===== config.mk =====
export PLATFORM = sky130hd
export DESIGN_NAME = alu_issue_ctrl
export DESIGN_NICKNAME = d
export VERILOG_FILES = /design/src/rtl/alu_issue_ctrl.sv
export SDC_FILE = /design/constraint.sdc
export NUM_CORES = 1
export LEC_CHECK = 0
export BUFFER_PORTS_ARGS = -buffer_cell sky130_fd_sc_hd__clkbuf_2
export CORE_UTILIZATION = 47
export CTS_CLUSTER_DIAMETER = 50
export DETAILED_ROUTE_END_ITERATION = 16
export PLACE_DENSITY = 0.68
export SLEW_MARGIN = 20
export SYNTH_ARGS = -nofsm -noshare
export SYNTH_HDL_FRONTEND = slang
export SYNTH_SLANG_ARGS = --single-unit

===== constraint.sdc =====
create_clock -name clk -period 3.3 [get_ports clk]
set_input_delay 0.165 -clock clk [delete_from_list [all_inputs] [get_ports clk]]
set_output_delay 0.165 -clock clk [all_outputs]
set_load 0.05 [all_outputs]

===== src/rtl/alu_issue_ctrl.sv =====
// Command front-end for the registered 4-bit ALU: queues {op,a,b} commands, issues them
// under a result-FIFO credit rule, tracks pipeline latency with tags, returns results in order.
module alu_issue_ctrl #(
    parameter int CMD_DEPTH = 4,
    parameter int ALU_LAT   = 2,
    parameter int RES_DEPTH = 4
) (
    input  logic       clk,
    input  logic       rst_n,
    input  logic       cmd_valid,
    output logic       cmd_ready,
    input  logic [1:0] cmd_op,
    input  logic [3:0] cmd_a,
    input  logic [3:0] cmd_b,
    output logic [1:0] alu_op,
    output logic [3:0] alu_a,
    output logic [3:0] alu_b,
    input  logic [3:0] alu_y,
    input  logic       alu_carry,
    output logic       res_valid,
    input  logic       res_ready,
    output logic [3:0] res_y,
    output logic       res_carry,
    output logic [1:0] res_op,
    output logic       busy
);
    localparam int CPW = (CMD_DEPTH > 1) ? $clog2(CMD_DEPTH) : 1;
    localparam int CCW = $clog2(CMD_DEPTH + 1);
    localparam int RPW = (RES_DEPTH > 1) ? $clog2(RES_DEPTH) : 1;
    localparam int RCW = $clog2(RES_DEPTH + 1);
    localparam int IFW = $clog2(ALU_LAT + 2);
    localparam int SW  = $clog2(ALU_LAT + RES_DEPTH + 2) + 1;

    typedef struct packed {
        logic [1:0] op;
        logic [3:0] a;
        logic [3:0] b;
    } cmd_t;

    typedef struct packed {
        logic       valid;
        logic [1:0] op;
    } tag_t;

    typedef struct packed {
        logic [1:0] op;
        logic       carry;
        logic [3:0] y;
    } res_t;

    cmd_t           cmd_mem_q [CMD_DEPTH];
    logic [CPW-1:0] cmd_wr_q, cmd_rd_q;
    logic [CCW-1:0] cmd_cnt_q, cmd_cnt_d;
    res_t           res_mem_q [RES_DEPTH];
    logic [RPW-1:0] res_wr_q, res_rd_q;
    logic [RCW-1:0] res_cnt_q, res_cnt_d;
    tag_t           tag_q [ALU_LAT+1];
    tag_t           tag_d;
    cmd_t           alu_q;
    res_t           res_head;

    logic           cmd_full, cmd_push, issue, capture, res_pop;
    logic [IFW-1:0] inflight;
    logic [SW-1:0]  credit_used;

    function automatic logic [RPW-1:0] res_ptr_inc(input logic [RPW-1:0] p);
        return (p == RPW'(RES_DEPTH - 1)) ? '0 : p + RPW'(1);
    endfunction

    assign cmd_full  = (cmd_cnt_q == CCW'(CMD_DEPTH));
    assign cmd_ready = !cmd_full;
    assign cmd_push  = cmd_valid && !cmd_full;
    assign res_valid = (res_cnt_q != '0);
    assign res_pop   = res_valid && res_ready;
    assign capture   = tag_q[ALU_LAT].valid;

    // NOTE: combinational blocks use blocking '=' and assign every output a default
    // first, so the loop below accumulates correctly and no latch can be inferred.
    always_comb begin
        inflight = '0;
        for (int i = 0; i <= ALU_LAT; i++) begin
            inflight = inflight + IFW'(tag_q[i].valid);
        end
    end

    // A slot is reserved for every tag in the pipe, so a capture always finds room.
    assign credit_used = SW'(inflight) + SW'(res_cnt_q) - SW'(res_pop);
    assign issue       = (cmd_cnt_q != '0) && (credit_used < SW'(RES_DEPTH));

    always_comb begin
        tag_d     = '0;
        cmd_cnt_d = cmd_cnt_q;
        res_cnt_d = res_cnt_q;
        if (issue) begin
            tag_d.valid = 1'b1;
            tag_d.op    = cmd_mem_q[cmd_rd_q].op;
        end
        case ({cmd_push, issue})
            2'b10:   cmd_cnt_d = cmd_cnt_q + CCW'(1);
            2'b01:   cmd_cnt_d = cmd_cnt_q - CCW'(1);
            default: cmd_cnt_d = cmd_cnt_q;
        endcase
        case ({capture, res_pop})
            2'b10:   res_cnt_d = res_cnt_q + RCW'(1);
            2'b01:   res_cnt_d = res_cnt_q - RCW'(1);
            default: res_cnt_d = res_cnt_q;
        endcase
    end

    // NOTE: storage arrays are not reset; occupancy counters define validity and the
    // result outputs are gated by res_valid, so stale entries are never visible.
    always_ff @(posedge clk) begin
        if (cmd_push) cmd_mem_q[cmd_wr_q] <= '{op: cmd_op, a: cmd_a, b: cmd_b};
        if (capture)  res_mem_q[res_wr_q] <= '{op: tag_q[ALU_LAT].op, carry: alu_carry, y: alu_y};
    end

    // NOTE: sequential state uses non-blocking '<=' so every register samples pre-edge values.
    always_ff @(posedge clk or negedge rst_n) begin
        if (!rst_n) begin
            cmd_wr_q  <= '0;
            cmd_rd_q  <= '0;
            cmd_cnt_q <= '0;
            res_wr_q  <= '0;
            res_rd_q  <= '0;
            res_cnt_q <= '0;
            alu_q     <= '0;
            for (int i = 0; i <= ALU_LAT; i++) tag_q[i] <= '0;
        end else begin
            if (cmd_push) cmd_wr_q <= cmd_wr_q + CPW'(1);
            if (issue) begin
                cmd_rd_q <= cmd_rd_q + CPW'(1);
                alu_q    <= cmd_mem_q[cmd_rd_q];
            end
            cmd_cnt_q <= cmd_cnt_d;
            tag_q[0]  <= tag_d;
            for (int i = 1; i <= ALU_LAT; i++) tag_q[i] <= tag_q[i-1];
            if (capture) res_wr_q <= res_ptr_inc(res_wr_q);
            if (res_pop) res_rd_q <= res_ptr_inc(res_rd_q);
            res_cnt_q <= res_cnt_d;
        end
    end

    assign alu_op = alu_q.op;
    assign alu_a  = alu_q.a;
    assign alu_b  = alu_q.b;

    assign res_head  = res_mem_q[res_rd_q];
    assign res_y     = res_valid ? res_head.y     : '0;
    assign res_carry = res_valid ? res_head.carry : 1'b0;
    assign res_op    = res_valid ? res_head.op    : '0;

    assign busy = (cmd_cnt_q != '0) || (inflight != '0) || (res_cnt_q != '0);
endmodule


==> results.sh <==
export IMPL_hold_path_startpoint="cmd_a[1]"
export IMPL_synth_adder_area_share=0.0601
export IMPL_antenna_found_initial=0
export IMPL_fmax_mhz=306
export IMPL_synth_cell_types=32
export IMPL_vias_per_cell=4.97
export IMPL_synth_compound_area_share=0.0155
export IMPL_ctsRootBufferMaster="clkbuf_8"
export IMPL_fin_nets=320
export IMPL_drc=0
export IMPL_worstSkewPairLatency_ns=0.35
export IMPL_final_setup_tns_ns=0
export IMPL_yosys_warnings=0
export IMPL_postLayoutCoreUtil=0.566
export IMPL_crit_fanout=2
export IMPL_clkTransAtPathRegs_ns=0.09
export IMPL_dp_slack_ns=-0.0970
export IMPL_hold_path_cell_count=1
export IMPL_core_um2=8340
export IMPL_place_gp_congestion=0.709
export IMPL_r2r_setup_slack_ns=0.03
export IMPL_drv_slew=0
export IMPL_reg2reg_depth=14
export IMPL_status="completed"
export IMPL_synth_xor_area_frac=0.0212
export IMPL_synth_top_family_by_area="multiplexers"
export IMPL_hold_violations=0
export IMPL_globalRouteOverflowTotal=0
export IMPL_die_w_um=95.7
export IMPL_routed_wl_um=6110
export IMPL_max_vdd_ir_drop_uv=590
export IMPL_dieArea_um2=9150
export IMPL_slew_headroom=0.439
export IMPL_numPortBuffers=38
export IMPL_power_leakage_uw=0.00188
export IMPL_dr_total_vias=1955
export IMPL_endpoint_kind="flip-flop"
export IMPL_worstMarginPinSlew_ns=0.842
export IMPL_wl_per_cell_um=15.6
export IMPL_area_growth_pct=14.6
export IMPL_max_cap_violations=0
export IMPL_clock_sinks=101
export IMPL_final_layout_size_suffix_gt1_frac=0.347
export IMPL_worstSetupPathType="flip-flop to flip-flop"
export IMPL_clockBufferDepth=2
export IMPL_synth_nets=268
export IMPL_grt_pass1_vias=2001
export IMPL_io_pins=39
export IMPL_setup_slack_ns=0.0341
export IMPL_power_density_nw_per_um2=1040
export IMPL_h_tree_depth=3
export IMPL_rows=33
export IMPL_finalClockSkew_ns=0.00738
export IMPL_synth_cells=231
export IMPL_fin_crit_ns=3.27
export IMPL_antenna_cells=0
export IMPL_synth_seq_cells=101
export IMPL_hp_class="input pin to flip-flop"
export IMPL_die_height_um=95.7
export IMPL_seq_area_frac_synth=0.696
export IMPL_muxShareOfSynthArea=0.131
export IMPL_grt_max_degree=34
export IMPL_post_synth_cell_area_avg_um2=17.8
export IMPL_dr_pass1_iters=4
export IMPL_dp_hpwl_um=4200
export IMPL_cp_arrival_ns=3.55
export IMPL_initial_utilization=0.494
export IMPL_r2r_start="tag_q[8]"
export IMPL_ant_nets=0
export IMPL_cts_tree="yes"
export IMPL_critical_path_startpoint="tag_q[8]"
export IMPL_hold_path_end="cmd_mem_q[1][5]"
export IMPL_drtIter0Drc=43
export IMPL_synthSimpleGateAreaFrac=0.0473
export IMPL_post_route_period_util=0.990
export IMPL_grtUsageTotal=0.153
export IMPL_crit_required_ns=3.59
export IMPL_critPathLaunchType="flip-flop"
export IMPL_reg2reg_to="cmd_cnt_q[2]"
export IMPL_numCtsBuffers=9
export IMPL_setup_viol_count_final=0
export IMPL_grt_setup_unrepaired="yes"
export IMPL_synth_area_um2=4120
export IMPL_grt_first_pass_wirelength_um=9950
## through the flow
step | hold WS, ns | instance area [µm²] | total power, µW | instances
after global placement | 0.315 | 4480 | 4140 | 374
after CTS | 0.00333 | 4700 | 4980 | 392
after detailed placement | 0.319 | 4480 | 4200 | 374
final | 0.0253 | 4720 | 4930 | 393
after global routing | 0.000570 | 4720 | 5290 | 393
after floorplan | -0.131 | 4170 | 3760 | 231
## worst max path at each step
stage                               to  slack [ns]  cells after the start
after global placement    cmd_cnt_q[2]       -0.02                     14
after CTS                 cmd_cnt_q[2]        0.01                     14
after floorplan           cmd_cnt_q[2]       -0.25                     17
after detailed placement  cmd_cnt_q[2]        -0.1                     14
after global routing      cmd_cnt_q[2]       -0.10                     14
final                     cmd_cnt_q[2]        0.03                     14
## cells in the final DEF, fill, tap and decap left out, types with 2 or more instances in the layout
cell type / count
edfxtp_1: 68
clkbuf_2: 38
dfrtp_1: 33
inv_1: 18
mux4_2: 15
and2_1: 12
ha_1: 12
clkbuf_8: 9
mux2_2: 8
buf_4: 7
xnor2_1: 6
mux2i_1: 5
nor2_1: 4
and3_1: 4
mux2_4: 4
xor2_1: 4
inv_2: 3
ha_4: 3
inv_6: 3
clkinv_2: 3
or3_1: 2
a21oi_1: 2
nor3_1: 2
nor2b_1: 2
nand2_1: 2
o21ai_0: 2
fa_2: 2
dlygate4sd3_1: 2
## flip-flops by register name (all words and copies together) (netlist names)
name	count
cmd_mem_q	40
res_mem_q	28
tag_q	8
alu_a	4
alu_b	4
cmd_cnt_q	3
res_cnt_q	3
alu_op	2
cmd_rd_q	2
cmd_wr_q	2
res_rd_q	2
res_wr_q	2
capture	1
## layer usage
metal | global-route usage | up-vias | routed length, µm
li1 | - | 945 | -
met1 | 0.192 | 961 | 2660
met2 | 0.248 | 42 | 3080
met3 | 0.0510 | 7 | 299
met4 | 0.0522 | 0 | 75
met5 | 0 | - | 0
## synth_stat cells
cell,instances,area [µm²]
a21oi_1,2,10.0
mux2_2,8,90.1
ha_1,15,188
and3b_1,1,8.76
xor2_1,4,35.0
a211oi_1,1,7.51
o211ai_1,1,7.51
inv_1,22,82.6
a21o_1,1,7.51
buf_1,1,3.75
mux4_2,15,338
o21ai_0,3,15.0
mux2i_1,5,50.1
edfxtp_1,68,2040
or4_4,1,11.3
mux2_4,4,60.1
or3_1,2,12.5
buf_2,1,5.00
a21oi_4,1,16.3
and3_1,4,25.0
xnor2_1,6,52.6
nor2_1,4,15.0
dfrtp_1,33,826
nand2_1,3,11.3
and2_1,12,75.1
clkbuf_1,3,11.3
nand3_1,1,5.00
fa_1,3,60.1
nor3_1,2,10.0
buf_12,1,20.0
nor2b_1,2,12.5
nand4b_1,1,8.76
## power breakdown
group / leakage [µW] / switching (µW) / internal, µW / total (µW)
clock: 0.000104 / 413 / 355 / 767
sequential: 0.00103 / 248 / 1710 / 1960
combinational: 0.000751 / 1240 / 963 / 2210
## repair_timing
action	CTS	global route
endpoints found under the hold margin	33	4
hold buffers	1	1
gates cloned	0	0
gates resized for setup	1	3
setup buffers	1	0
pin swaps	7	0
endpoints found under the setup margin	1	1
## final cells by class
type	count	area, µm²
inverters	22	85.1
flip-flops and latches	101	2870
clock inverters	7	71.3
well taps	105	131
clock buffers	9	124
multi-input cells	102	1180
repair buffers	47	263
fillers	658	3620
## critical path: stages, from the launching register on
cell and delay (ns):
dfrtp_1 0.41, fa_2 0.57, inv_2 0.05, ha_4 0.15, inv_4 0.05, ha_4 0.18
and3b_1 0.17, or4_4 0.51, a21oi_4 0.18, ha_4 0.15, inv_2 0.03, fa_2 0.32
xor2_1 0.16, nor2_1 0.11, xor2_1 0.14
## kinds of logic (layout without fill, tap and decap cells)
| family | after synthesis | count (layout) |
|---|---|---|
| AOI/OAI and AO/OA | 9 | 9 |
| xor gates and xnor gates | 10 | 10 |
| adders and majority gates | 18 | 18 |
| buffers and inverters | 28 | 85 |
| DFF | 101 | 101 |
| muxes | 32 | 32 |
| and+or+nand+nor | 33 | 33 |
Note: power is estimated with default switching activity, not from simulation.
